`config.mk`:
```
export PLATFORM = sky130hd
export DESIGN_NAME = sram_like_responder
export DESIGN_NICKNAME = d
export VERILOG_FILES = /design/src/rtl/sram_like_responder.sv
export SDC_FILE = /design/constraint.sdc
export NUM_CORES = 1
export LEC_CHECK = 0
export BUFFER_PORTS_ARGS = -buffer_cell sky130_fd_sc_hd__buf_4
export CELL_PAD_IN_SITES_DETAIL_PLACEMENT = 1
export CELL_PAD_IN_SITES_GLOBAL_PLACEMENT = 1
export CORE_MARGIN = 1
export CORE_UTILIZATION = 32
export DETAILED_ROUTE_END_ITERATION = 12
export HOLD_SLACK_MARGIN = 0.05
export PLACE_DENSITY_LB_ADDON = 0.1
export SETUP_SLACK_MARGIN = 0.2
export SYNTH_ARGS = -nofsm -noshare
export SYNTH_HDL_FRONTEND = slang
export SYNTH_SLANG_ARGS = --single-unit
export TNS_END_PERCENT = 5
```
`constraint.sdc`:
```
create_clock -name clk -period 2.2 [get_ports clk]
set_clock_uncertainty 0.05 [all_clocks]
set_input_delay 0.33 -clock clk [delete_from_list [all_inputs] [get_ports clk]]
set_output_delay 0.33 -clock clk [all_outputs]
set_load 0.01 [all_outputs]
```
`src/rtl/sram_like_responder.sv`:
```
// sram_like_responder
// Responder end of an sram-like bus. Each accepted request becomes one access
// on a synchronous single-port SRAM with one cycle of read latency. data_ok
// follows after a programmable number of extra wait cycles.
//
// Optional build macro:
//   SRAM_LAT_JITTER_EN - adds a 4-bit LFSR (x^4+x^3+1, seed 4'b1001) whose low
//                        two bits are added to the wait count at each accept.
//
// state | meaning
// ------+---------------------------------------------------------------
// IDLE  | ready, addr_ok=1, request accepted when req=1
// WAIT  | counting down remaining wait cycles before the response
// RESP  | data_ok=1 for exactly one cycle, then back to IDLE

module sram_like_responder #(
    parameter int LATENCY = 1,
    parameter int ADDR_W  = 32
) (
    input  logic              clk,
    input  logic              rstn,
    input  logic              req,
    input  logic              wr,
    input  logic [1:0]        size,
    input  logic [ADDR_W-1:0] addr,
    input  logic [31:0]       wdata,
    output logic              addr_ok,
    output logic              data_ok,
    output logic [31:0]       rdata,
    output logic              sram_en,
    output logic [3:0]        sram_wen,
    output logic [ADDR_W-1:0] sram_addr,
    output logic [31:0]       sram_wdata,
    input  logic [31:0]       sram_rdata
);

    typedef enum logic [1:0] {
        IDLE = 2'd0,
        WAIT = 2'd1,
        RESP = 2'd2
    } state_t;

    state_t      state;
    logic [4:0]  wait_cnt;
    logic [4:0]  lat_load;
    logic        accept;
    logic        wr_q;
    logic        first_q;
    logic        bypass_q;
    logic        data_ok_q;
    logic [31:0] rd_buf;
    logic [31:0] rdata_q;

`ifdef SRAM_LAT_JITTER_EN
    logic [3:0] lfsr;

    // Free-running LFSR, restarts from its seed on every reset cycle
    always_ff @(posedge clk) begin
        if (!rstn) begin
            lfsr <= 4'b1001;
        end else begin
            lfsr <= {lfsr[2:0], lfsr[3] ^ lfsr[2]};
        end
    end

    assign lat_load = 5'(LATENCY) + {3'b000, lfsr[1:0]};
`else
    assign lat_load = 5'(LATENCY);
`endif

    // Handshake: only IDLE accepts, and nothing is accepted while in reset
    assign addr_ok = rstn && (state == IDLE);
    assign accept  = addr_ok && req;
    assign data_ok = rstn && data_ok_q;

    // SRAM side is driven straight from the request in the accept cycle
    assign sram_en    = accept;
    assign sram_addr  = {addr[ADDR_W-1:2], 2'b00};
    assign sram_wdata = wdata;

    // Byte lane enables; misaligned low address bits are simply ignored
    always_comb begin
        sram_wen = 4'b0000;
        if (accept && wr) begin
            case (size)
                2'd0:    sram_wen = 4'b0001 << addr[1:0];
                2'd1:    sram_wen = addr[1] ? 4'b1100 : 4'b0011;
                default: sram_wen = 4'b1111;
            endcase
        end
    end

    // With no wait cycles the SRAM output is forwarded in the response cycle
    assign rdata = (data_ok_q && bypass_q && !wr_q) ? sram_rdata : rdata_q;

    // Transaction FSM: accept, wait count, one-cycle response
    always_ff @(posedge clk) begin
        if (!rstn) begin
            state     <= IDLE;
            wait_cnt  <= 5'd0;
            data_ok_q <= 1'b0;
            rdata_q   <= 32'd0;
            rd_buf    <= 32'd0;
            wr_q      <= 1'b0;
            first_q   <= 1'b0;
            bypass_q  <= 1'b0;
        end else begin
            case (state)
                IDLE: begin
                    if (accept) begin
                        wr_q    <= wr;
                        first_q <= 1'b1;
                        if (lat_load == 5'd0) begin
                            state     <= RESP;
                            data_ok_q <= 1'b1;
                            bypass_q  <= 1'b1;
                            wait_cnt  <= 5'd0;
                        end else begin
                            state    <= WAIT;
                            bypass_q <= 1'b0;
                            wait_cnt <= lat_load;
                        end
                    end
                end
                WAIT: begin
                    // SRAM read data is only valid in the first WAIT cycle
                    first_q <= 1'b0;
                    if (first_q) begin
                        rd_buf <= sram_rdata;
                    end
                    wait_cnt <= wait_cnt - 5'd1;
                    if (wait_cnt == 5'd1) begin
                        state     <= RESP;
                        data_ok_q <= 1'b1;
                        if (!wr_q) begin
                            rdata_q <= first_q ? sram_rdata : rd_buf;
                        end
                    end
                end
                RESP: begin
                    state     <= IDLE;
                    data_ok_q <= 1'b0;
                    first_q   <= 1'b0;
                    if (bypass_q && !wr_q) begin
                        rdata_q <= sram_rdata;
                    end
                end
                default: begin
                    state     <= IDLE;
                    data_ok_q <= 1'b0;
                end
            endcase
        end
    end

endmodule

```
# --- Word-level counts from Yosys, hierarchy flattened ---
# Cells that the tools add are included.
op_classes:
  add_sub_neg: 1
  eq_ne: 7
  shifts: 1
  mux: 16
  n_bitwise: 2
  reduce_logical: 16
op_table:
  columns: ["op", "count"]
  rows:
  - ["32-bit 2-to-1 mux", 4]
  - ["5-bit case mux with 2 select lines", 1]
  - ["2-bit AND reduction", 5]
  - ["4-bit 2-to-1 mux", 2]
  - ["4-bit case mux with 2 select lines", 1]
  - ["2-bit != test (second input constant)", 3]
  - ["2-bit nonzero test", 3]
  - ["5-bit by 1-bit == test with 1-bit output (second input constant)", 1]
  - ["5-bit 2-to-1 mux", 1]
  - ["5-bit by 1-bit subtractor with 5-bit output (second input constant)", 1]
  - ["2-bit by 1-bit == test with 1-bit output (second input constant)", 2]
  - ["1-bit logical AND", 4]
  - ["2-bit logical NOT", 2]
  - ["2-bit 2-to-1 mux", 2]
  - ["1-bit case mux with 2 select lines", 2]
  - ["2-bit case mux with 2 select lines", 1]
  - ["4-bit AND reduction", 1]
  - ["1-bit by 2-bit << shifter with 4-bit output (first input constant)", 1]
  - ["2-bit == test (second input constant)", 1]
  - ["1-bit 2-to-1 mux", 2]
  - ["1-bit NOT", 2]
  - ["2-bit OR reduction", 1]
totals:
  reg_bits: 74
  out_inout_bits: 103
  elab_cells: 50

# --- Depth between registers and ports, before layout ---
# Gate-level depths: netlist (run 1).
depth:
  ltp_word: 5
  mapped_depth: 8
  depth_no_buf: 6

# --- Least setup slack after synthesis (run 1) ---
# No wires, ideal clock.
synth_timing:
  path_kind: "register -> register"
  startpoint: "register wait_cnt[0]"
  endpoint: "register rdata_q[12]"
  setup_time_ns: 0.116
  t_arrival_ns: 1.595
  slack_ns: 0.438
  stages_incl_launch_ff: 8
  path_buffers: 2
  synth_period_minus_slack_ns: 1.762
  path_cell_list: "dfxtp_1 -> ha_1 -> or4b_4 -> nor3b_2 -> buf_4 -> buf_6 -> nand2_1 -> o211a_1"
synth_via:
  elab_chain_len: 3
synth_lines:
  columns: ["item", "line", "source"]
  rows:
  - ["start: declaration", "44", "logic [4:0] wait_cnt;"]
  - ["start signal: assignment", "121", "wait_cnt <= lat_load;"]
  - ["start signal: assignment", "131", "wait_cnt <= wait_cnt - 5'd1;"]
  - ["5-bit by 1-bit == test with 1-bit output", "132", "if (wait_cnt == 5'd1) begin"]
  - ["2-bit != test (no source line)", null, null]
  - ["4-bit AND reduction (no source line)", null, null]
  - ["end signal: assignment", "136", "rdata_q <= first_q ? sram_rdata : rd_buf;"]
  - ["end signal: assignment", "145", "rdata_q <= sram_rdata;"]
  - ["end: declaration", "52", "logic [31:0] rdata_q;"]
# No other way between the ends.
# A chain may end at the register's enable or synchronous reset.

# --- Worst setup path in the final report (run 1) ---
layout_timing:
  startpoint: "register wait_cnt[1]"
  endpoint: "register rdata_q[11]"
# The elaborated chain is that of the path after synthesis.

==> reports/results.ini, run 1 <==
[yosys]
ys_ff_latch=74
synth_top_family_by_area=compound AO/OA/AOI/OAI gates
ys_seq_area_frac=0.391
syn_inst=426
synth-simple-area-share=0.139
synth_cell_types=32
synth_mux_area_frac=0.0876
syn_area_per_cell_um2=8.89
synth_xor_xnor_area_share=0.00463
synth_compound_area_frac=0.184
ys_warn_count=0
netlist_area_um2=3790
synthAdderAreaFrac=0.0165

[timing]
rsz0062_at_grt=true
max_freq_ghz=0.520
finalSetupViolCount=0
setup_ws_ns=0.277
hold_viol_final=0
post-route-period-util=0.874
drv_slew=0
period_minus_slack_ns=1.92
tns_ns=0

[critical_path]
cp-end-kind=register
r2r_slack_ns=0.28
cp_cell_sequence=inv_2 > ha_1 > or4b_4 > nor3b_4 > buf_12 > buf_6 > buf_6 > o211a_1
reg2reg_depth=8
crit_top_cell=buf_6
r2r_end=rdata_q[11]$_SDFFE_PN0P_
cp_slowest_cell=or4b_4
slowest_delay_ns=0.49
critPathTopFamily=simple AND/OR/NAND/NOR gates
timing.rr.start=wait_cnt[1]$_SDFFE_PN0P_
crit_buf_inv=4
cp.arrival_ns=2.16
required_ns=2.43
cp-start-kind=register
crit_type=reg -> reg
cp_max_fo=12

[route]
via_count=2911
via_per_inst=4.95
wire_per_inst_um=17.3
first_pass_iters=4
postRouteAntennaNets=0
drtIter0Drc=58
wirelength_mm=10.1
drc=0

[power_and_ir_drop]
vdd_drop_max_mv=0.448
p_leak_nw=2.11
powerDensity_nw_per_um2=1070
p_total_mw=4.74

[global_route]
globalRouteOverflowTotal=0
track_usage=0.159
grt_max_degree=51
grt_first_pass_wirelength_mm=15.2
use_met2=0.259
antenna_found_initial=0
grt_util_met1=0.181
use_met3=0.0623
grt_pass1_vias=2927
busiest_layer=met2

[min_path]
hold_path_startpoint=sram_rdata[31]
whs_endpoint=rd_buf[31]$_SDFFE_PN0P_
hold_depth=3
hold_class=in -> reg

[die]
start_util=0.330
fp-row-count=39
chipWidth_um=111
fp.coreArea_um2=11500
die_h_um=111
die_area_um2=12300
io_pins=205

[cells_and_area]
antennaDiodeCount=0
final.fill_count=1317
multi_input_area_um2=1670
final_nets=549
fin_util=0.388
final_cell_mix=105 x nand2_1, 90 x buf_4, 72 x dfxtp_1
synthToLayoutAreaGrowth_pct=17.4
layout_commonest_cell=nand2_1
layout-drive-gt1-share=0.272
seqCellArea_um2=1480

[clock_network]
clockBufferDepth=2
numCtsBuffers=9
cts.hold.buffers_added=0
cts_tree=built
cts.htree.levels=3
clock_insertion_delay_worst_skew_ns=0.34
clock-sinks=74
cts.clk_slew.worst_paths_ns=0.06
cts_root_buffer=clkbuf_16

[status]
status=complete, no violations

[placed_design]
place.gp.congestion=0.669
hpwlAfterDp_mm=6.43
numPortBuffers=78
pre_cts_ws_ns=0.243

[run]
cap_violations=0

## metrics by stage
step                hold slack [ns]  instances  area, um2
floorplan                     0.393        427       3790
global placement              0.399        565       4000
detailed placement            0.407        565       4000
CTS                           0.195        579       4300
global route                  0.205        588       4450
finish                        0.207        588       4450
## cells in the mapped netlist
library cell	instances	area (um2)
dfxtp_1	74	1480
a31oi_1	1	6.26
o22ai_1	2	12.5
nor3b_2	1	12.5
o221a_2	1	11.3
mux2_2	1	11.3
nor3_1	1	5.00
o21a_1	1	7.51
o21ai_0	6	30.0
nor2b_1	2	12.5
o211ai_1	1	7.51
nand2b_1	3	18.8
buf_2	6	30.0
or4b_4	1	13.8
nand4_1	1	6.26
a21boi_0	34	255
o211a_1	33	330
conb_1	1	3.75
buf_6	6	67.6
nand3_1	2	10.0
o21bai_1	1	7.51
nor2_1	6	22.5
and2_1	4	25.0
inv_1	5	18.8
buf_4	65	488
xor2_1	2	17.5
a21oi_1	6	30.0
ha_1	5	62.6
nand2_1	105	394
clkbuf_1	16	60.1
and3_1	1	6.26
mux2i_1	32	320
## cell type report
class,count,area share
clock buffer,12,0.0577
clock inverter,2,0.00844
inverter,5,0.00422
multi-input combinational,255,0.376
sequential,74,0.334
tap,143,0.0402
timing repair buffer,97,0.180
## worst max path at each step
stage / startpoint / end / slack (ns) / depth (start not counted)
after floorplan: wait_cnt[0]$_SDFFE_PN0P_ / rdata_q[12]$_SDFFE_PN0P_ / 0.44 / 7
after detailed placement: wait_cnt[0]$_SDFFE_PN0P_ / rdata_q[19]$_SDFFE_PN0P_ / 0.24 / 6
final: wait_cnt[1]$_SDFFE_PN0P_ / rdata_q[11]$_SDFFE_PN0P_ / 0.28 / 8
after global routing: state[1]$_SDFFE_PN0P_ / sram_wen[1] / 0.18 / 5
after CTS: state[1]$_SDFFE_PN0P_ / sram_wen[1] / 0.21 / 5
after global placement: wait_cnt[0]$_SDFFE_PN0P_ / rdata_q[1]$_SDFFE_PN0P_ / 0.31 / 6
## flip-flops by register name, indices dropped and copies added (netlist names)
name / cells
data_ok_q: 1
first_q: 1
rd_buf: 32
rdata_q: 32
state: 2
wait_cnt: 5
wr_q: 1
## cell families after synthesis
logic type                 after synthesis
other                                    1
muxes                                   33
AOI/OAI and AO/OA                       86
adders and majority gates                5
xor gates and xnor gates                 2
and+or+nand+nor                        127
buffers and inverters                   98
DFF                                     74
## power breakdown
group | switching, mW | internal, mW
Clock | 0.557 | 0.928
Sequential | 0.133 | 1.56
Combinational | 0.783 | 0.778
Total | 1.47 | 3.27
## routing by layer
metal  up-vias  wire length, um
met1      1405             4470
met5         -                0
met4         0              202
li1       1396                -
met2        91             4810
met3        19              656
## tightest hold or removal path, cell delays in order
cell and delay (ns):
buf_4 0.11, nand2_1 0.04, a21boi_0 0.06
## what timing repair did
| action | 4_1_cts | 5_1_grt |
|---|---|---|
| cloned | 0 | 3 |
| pin swaps | 0 | 2 |
| setup buffers | 0 | 6 |
| hold endpoints to repair | 0 | 0 |
| resized for setup | 1 | 8 |
| setup endpoints to repair | 4 | 35 |
No activity file was read; power rests on OpenSTA's default activity.
==> inputs of run 2 (changes only) <==
Settings changed: BUFFER_PORTS_ARGS -buffer_cell sky130_fd_sc_hd__buf_4 to -buffer_cell sky130_fd_sc_hd__buf_2, CORE_UTILIZATION 32 to 34.
Clock period 2.2 ns to 2.4 ns, I/O delays scaled along.
==> reports/results.ini, run 2 (synthesis gave the netlist of run 1 again) <==
[timing]
max_freq_ghz=0.486  ; -6.6%
rsz0062_at_grt=false
finalSetupViolCount=0  ; unchanged
post-route-period-util=0.858  ; -0.0158
hold_viol_final=0  ; unchanged
setup_ws_ns=0.340  ; +0.0631 ns
period_minus_slack_ns=2.06  ; +0.137 ns
drv_slew=0  ; unchanged
tns_ns=0  ; unchanged

[cells_and_area]
antennaDiodeCount=0  ; unchanged
layout-drive-gt1-share=0.247  ; -0.0253
reg_top3=rd_buf: 32 flops, rdata_q: 32 flops, wait_cnt: 5 flops
final_cell_mix=105 x nand2_1, 78 x buf_2, 73 x dfxtp_1
final_nets=541  ; -1.5%
fin_cells=578  ; -1.7%
synthToLayoutAreaGrowth_pct=6.54
layout_commonest_cell=nand2_1
seqCellArea_um2=1480  ; about the same
fin_util=0.372  ; -0.0156
final.fill_count=1283  ; -2.6%
multi_input_area_um2=1650  ; -1.0%
design_area_um2=4030  ; -9.3%

[placed_design]
hpwlAfterDp_mm=6.60  ; +2.6%
numPortBuffers=78  ; unchanged
dpl.cell_count=563  ; -0.35%
place.gp.congestion=0.658  ; -1.6%
pre_cts_ws_ns=0.346  ; +0.104 ns
place_area_um2=3810  ; -4.8%

[clock_network]
cts.clk_slew.worst_paths_ns=0.08  ; +0.02 ns
clock-sinks=74  ; unchanged
cts_root_buffer=clkbuf_8
cts_setup_buffers=0  ; unchanged
clockBufferDepth=2  ; unchanged
clock_insertion_delay_worst_skew_ns=0.35  ; about the same
cts.htree.levels=3  ; unchanged
numCtsBuffers=9  ; unchanged
cts_tree=built

[route]
via_count=2850  ; -2.1%
via_per_inst=4.93  ; -0.40%
first_pass_iters=4  ; unchanged
drc=0  ; unchanged
wire_per_inst_um=15.9  ; -7.8%
drtIter0Drc=56  ; -3.4%
wirelength_mm=9.19  ; -9.4%
postRouteAntennaNets=0  ; unchanged

[die]
fp.coreArea_um2=10800  ; -5.5%
start_util=0.349  ; +0.0191
io_pins=205  ; unchanged
die_area_um2=11600  ; -5.8%
chipWidth_um=108  ; -2.9%
fp-row-count=38  ; -2.6%
die_h_um=108  ; -2.9%

[critical_path]
required_ns=2.60  ; +0.17 ns
cp-start-kind=register
cp.arrival_ns=2.26  ; +0.10 ns
slowest_delay_ns=0.50  ; about the same
cp-end-kind=register
crit_buf_inv=1  ; -3
cp_cell_sequence=ha_1 > or4b_4 > nor3b_4 > buf_4 > nand2_1 > o211a_1
critPathTopFamily=simple AND/OR/NAND/NOR gates
cp_slowest_cell=or4b_4
crit_type=reg -> reg
cp_max_fo=30  ; +18

[power_and_ir_drop]
vdd_drop_max_mv=0.296  ; -34%
powerDensity_nw_per_um2=947  ; -11%
p_leak_nw=1.99  ; -5.7%

[global_route]
globalRouteOverflowTotal=0  ; unchanged
antenna_found_initial=0  ; unchanged
grt_pass1_vias=2837  ; -3.1%
grt_first_pass_wirelength_mm=14.5  ; -4.3%
track_usage=0.166  ; +0.00691
grt_max_degree=37  ; -27%

[min_path]
hold_class=in -> reg

[status]
status=complete, no violations

[run]
cap_violations=0  ; unchanged

run 2: metrics by stage:
stage	total power [mW]	hold slack, ns
2_1_floorplan	2.52	0.393
3_3_place_gp	2.75	0.399
3_5_place_dp	2.79	0.406
4_1_cts	3.91	0.192
5_1_grt	4.10	0.217
6_report	3.82	0.216
run 2: final cells by class:
class / count / area share
Sequential cell: 74 / 0.368
Timing Repair Buffer: 89 / 0.120
Tap cell: 140 / 0.0434
Multi-Input combinational cell: 255 / 0.410
Clock inverter: 2 / 0.0149
Clock buffer: 13 / 0.0394
Inverter: 5 / 0.00465
run 2: final timing paths:
path	startpoint	end	slack [ns]	cells after the start
hold / removal	sram_rdata[14]	rd_buf[14]$_SDFFE_PN0P_	0.22	3
hold reg to reg	rd_buf[10]$_SDFFE_PN0P_	rd_buf[10]$_SDFFE_PN0P_	0.41	2
setup / recovery	wait_cnt[0]$_SDFFE_PN0P_	rdata_q[13]$_SDFFE_PN0P_	0.34	6
setup reg to reg	wait_cnt[0]$_SDFFE_PN0P_	rdata_q[13]$_SDFFE_PN0P_	0.34	6
run 2: where the power goes:
part           leakage (nW)  internal [mW]  switching (mW)
sequential            0.600           1.43           0.150
clock                 0.110          0.638           0.448
combinational          1.28          0.531           0.622
total                  1.99           2.60            1.22
run 2: worst register-to-register path, stage by stage (launching register included):
cell	delay, ns
dfxtp_1	0.41
ha_1	0.16
or4b_4	0.50
nor3b_4	0.26
buf_4	0.35
nand2_1	0.11
o211a_1	0.13
run 2: repair_timing:
item                       in CTS  in global routing
hold buffers                    0                  0
setup endpoints to repair       1                  0
gates resized for setup         1                  0
run 2: per-layer routing:
layer / global-route usage / share of wire / wire length [um]
met5: 0 / 0 / 0
met4: 0.0939 / 0.030 / 280
met3: 0.0436 / 0.068 / 625
met2: 0.286 / 0.50 / 4570
met1: 0.183 / 0.40 / 3720
==> inputs of run 3 (changes only) <==
Settings changed: PLACE_DENSITY_LB_ADDON 0.1 to 0.2.
==> reports/results.ini, run 3 (synthesis gave the netlist of run 1 again) <==
[status]
status=complete, no violations

[cells_and_area]
multi_input_area_um2=1660  ; +0.61%
seqCellArea_um2=1480  ; unchanged
synthToLayoutAreaGrowth_pct=6.25
antennaDiodeCount=0  ; unchanged
final.fill_count=1295  ; +0.94%
layout-drive-gt1-share=0.244  ; -0.00234
final_cell_mix=105 x nand2_1, 78 x buf_2, 73 x dfxtp_1
reg_top3=rd_buf: 32 flops, rdata_q: 32 flops, wait_cnt: 5 flops
layout_commonest_cell=nand2_1
final_nets=536  ; -0.92%

[critical_path]
cp-start-kind=register
cp.arrival_ns=1.58  ; -0.68 ns
cp_slowest_cell=dfxtp_1
critPathTopFamily=flip-flops
reg2reg_depth=7  ; +1
r2r_end=rdata_q[7]$_SDFFE_PN0P_
required_ns=1.99  ; -0.61 ns
crit_buf_inv=2  ; +1
cp-end-kind=output port
cp_cell_sequence=inv_1 > ha_4 > nand4_1 > a21oi_1 > buf_2
slowest_delay_ns=0.31  ; -0.19 ns
timing.rr.start=wait_cnt[1]$_SDFFE_PN0P_
crit_type=reg -> out
cp_max_fo=11  ; -63%
r2r_slack_ns=0.44  ; +0.10 ns

[die]
chipWidth_um=108  ; unchanged
fp.coreArea_um2=10800  ; unchanged
io_pins=205  ; unchanged
die_h_um=108  ; unchanged
die_area_um2=11600  ; unchanged
start_util=0.349  ; unchanged
fp-row-count=38  ; unchanged

[power_and_ir_drop]
p_int_mw=2.50  ; -3.9%
p_total_mw=3.78  ; -0.93%
seq_power_share=0.418  ; +0.004
powerDensity_nw_per_um2=941  ; -0.65%
power_switching_mw=1.29  ; +5.5%
vdd_drop_max_mv=0.374  ; +26%
clockPowerShare=0.270  ; -0.014
p_leak_nw=1.97  ; -1.1%
swShare=0.340  ; +0.0206
pwr-share-comb=0.312  ; +0.010

[route]
first_pass_iters=4  ; unchanged
via_per_inst=4.90  ; -0.68%
postRouteAntennaNets=0  ; unchanged
drtIter0Drc=87  ; +55%
drc=0  ; unchanged
via_count=2811  ; -1.4%
wire_per_inst_um=15.8  ; -0.35%
wirelength_mm=9.10  ; -1.0%

[placed_design]
place.gp.congestion=0.658  ; about the same
hpwlAfterDp_mm=6.16  ; -6.7%
numPortBuffers=78  ; unchanged

[clock_network]
clock_insertion_delay_worst_skew_ns=0.35  ; about the same
clockBufferDepth=2  ; unchanged
cts.htree.levels=3  ; unchanged
numCtsBuffers=9  ; unchanged
clock-sinks=74  ; unchanged
cts_tree=built
cts.clk_slew.worst_paths_ns=0.09  ; about the same
cts_root_buffer=clkbuf_8
cts.hold.buffers_added=0  ; unchanged

[global_route]
track_usage=0.162  ; -0.00366
grt_first_pass_wirelength_mm=14.2  ; -2.0%
globalRouteOverflowTotal=0  ; unchanged
antenna_found_initial=0  ; unchanged
grt_max_degree=67  ; +81%
grt_pass1_vias=2766  ; -2.5%

[min_path]
hold_path_startpoint=sram_rdata[14]
whs_endpoint=rd_buf[14]$_SDFFE_PN0P_
hold_class=in -> reg
hold_depth=3  ; unchanged

[timing]
timing.slew.headroom=0.570
max_freq_ghz=0.502  ; +3.3%
post-route-period-util=0.830  ; -0.0277
period_minus_slack_ns=1.99  ; -0.0665 ns
rsz0062_at_grt=false
worstMarginPinSlew_ns=0.645
hold_viol_final=0  ; unchanged
finalSetupViolCount=0  ; unchanged
tns_ns=0  ; unchanged
drv_slew=0  ; unchanged

[run]
cap_violations=0  ; unchanged

## run 3: changes by cell type in the layout (fill, tap and decap cells not counted), moves of 2 or more
cell / delta
inv_6: +2
clkbuf_1: -2
clkinv_4: +2
buf_4: -7
buf_12: +2
## run 3: layout make-up
cell class | count | area share
clock buffer | 10 | 0.0342
clock inverter | 6 | 0.0180
inverter | 5 | 0.00467
multi-input combinational | 255 | 0.413
sequential | 74 | 0.369
tap | 140 | 0.0435
timing repair buffer | 84 | 0.118
## run 3: worst max-delay path by stage
stage                             startpoint                        to  slack (ns)  cells after the start
finish                 state[1]$_SDFFE_PN0P_               sram_wen[3]        0.41                      5
global route           state[0]$_SDFFE_PN0P_               sram_wen[3]        0.26                      5
CTS                    state[1]$_SDFFE_PN0P_               sram_wen[3]        0.30                      5
detailed placement  wait_cnt[1]$_SDFFE_PN0P_  rdata_q[14]$_SDFFE_PN0P_        0.45                      7
global placement    wait_cnt[0]$_SDFFE_PN0P_  rdata_q[21]$_SDFFE_PN0P_        0.51                      6
floorplan           wait_cnt[0]$_SDFFE_PN0P_  rdata_q[12]$_SDFFE_PN0P_        0.64                      7
## run 3: timing repair
action	in CTS	in global routing
gates cloned	0	0
buffers inserted	0	0
endpoints found under the setup margin	3	2
gates resized for setup	1	1
endpoints found under the hold margin	0	0
## run 3: stage by stage
stage          instances  utilization  cell area, um2  hold slack [ns]  setup slack, ns
5_1_grt              574        0.371            4020            0.201            0.264
6_report             574        0.371            4020            0.207            0.407
3_5_place_dp         558        0.351            3800            0.409            0.452
4_1_cts              574        0.370            4010            0.190            0.302
3_3_place_gp         558        0.351            3800            0.399            0.514
2_1_floorplan        427            -            3790            0.393            0.638
## run 3: metal layers
metal / vias up / wire (um) / track usage
met3: 25 / 643 / 0.0521
met4: 0 / 196 / 0.0744
met2: 78 / 4620 / 0.283
li1: 1365 / - / -
met1: 1343 / 3640 / 0.178
met5: - / 0 / 0
## run 3: power by group through the flow
stage	registers, mW	logic, mW	clock network, mW
detailed placement	1.61	1.18	0
floorplan	1.60	0.919	0
CTS	1.59	1.19	1.08
global route	1.61	1.33	1.13
global placement	1.60	1.14	0
finish	1.58	1.18	1.02
## run 3: worst register-to-register path, cell delays in order, from the launching register on
cell	delay (ns)
dfxtp_1	0.32
inv_1	0.09
ha_1	0.15
or4b_4	0.50
nor3b_4	0.26
buf_12	0.25
nand2_1	0.10
o211a_1	0.13
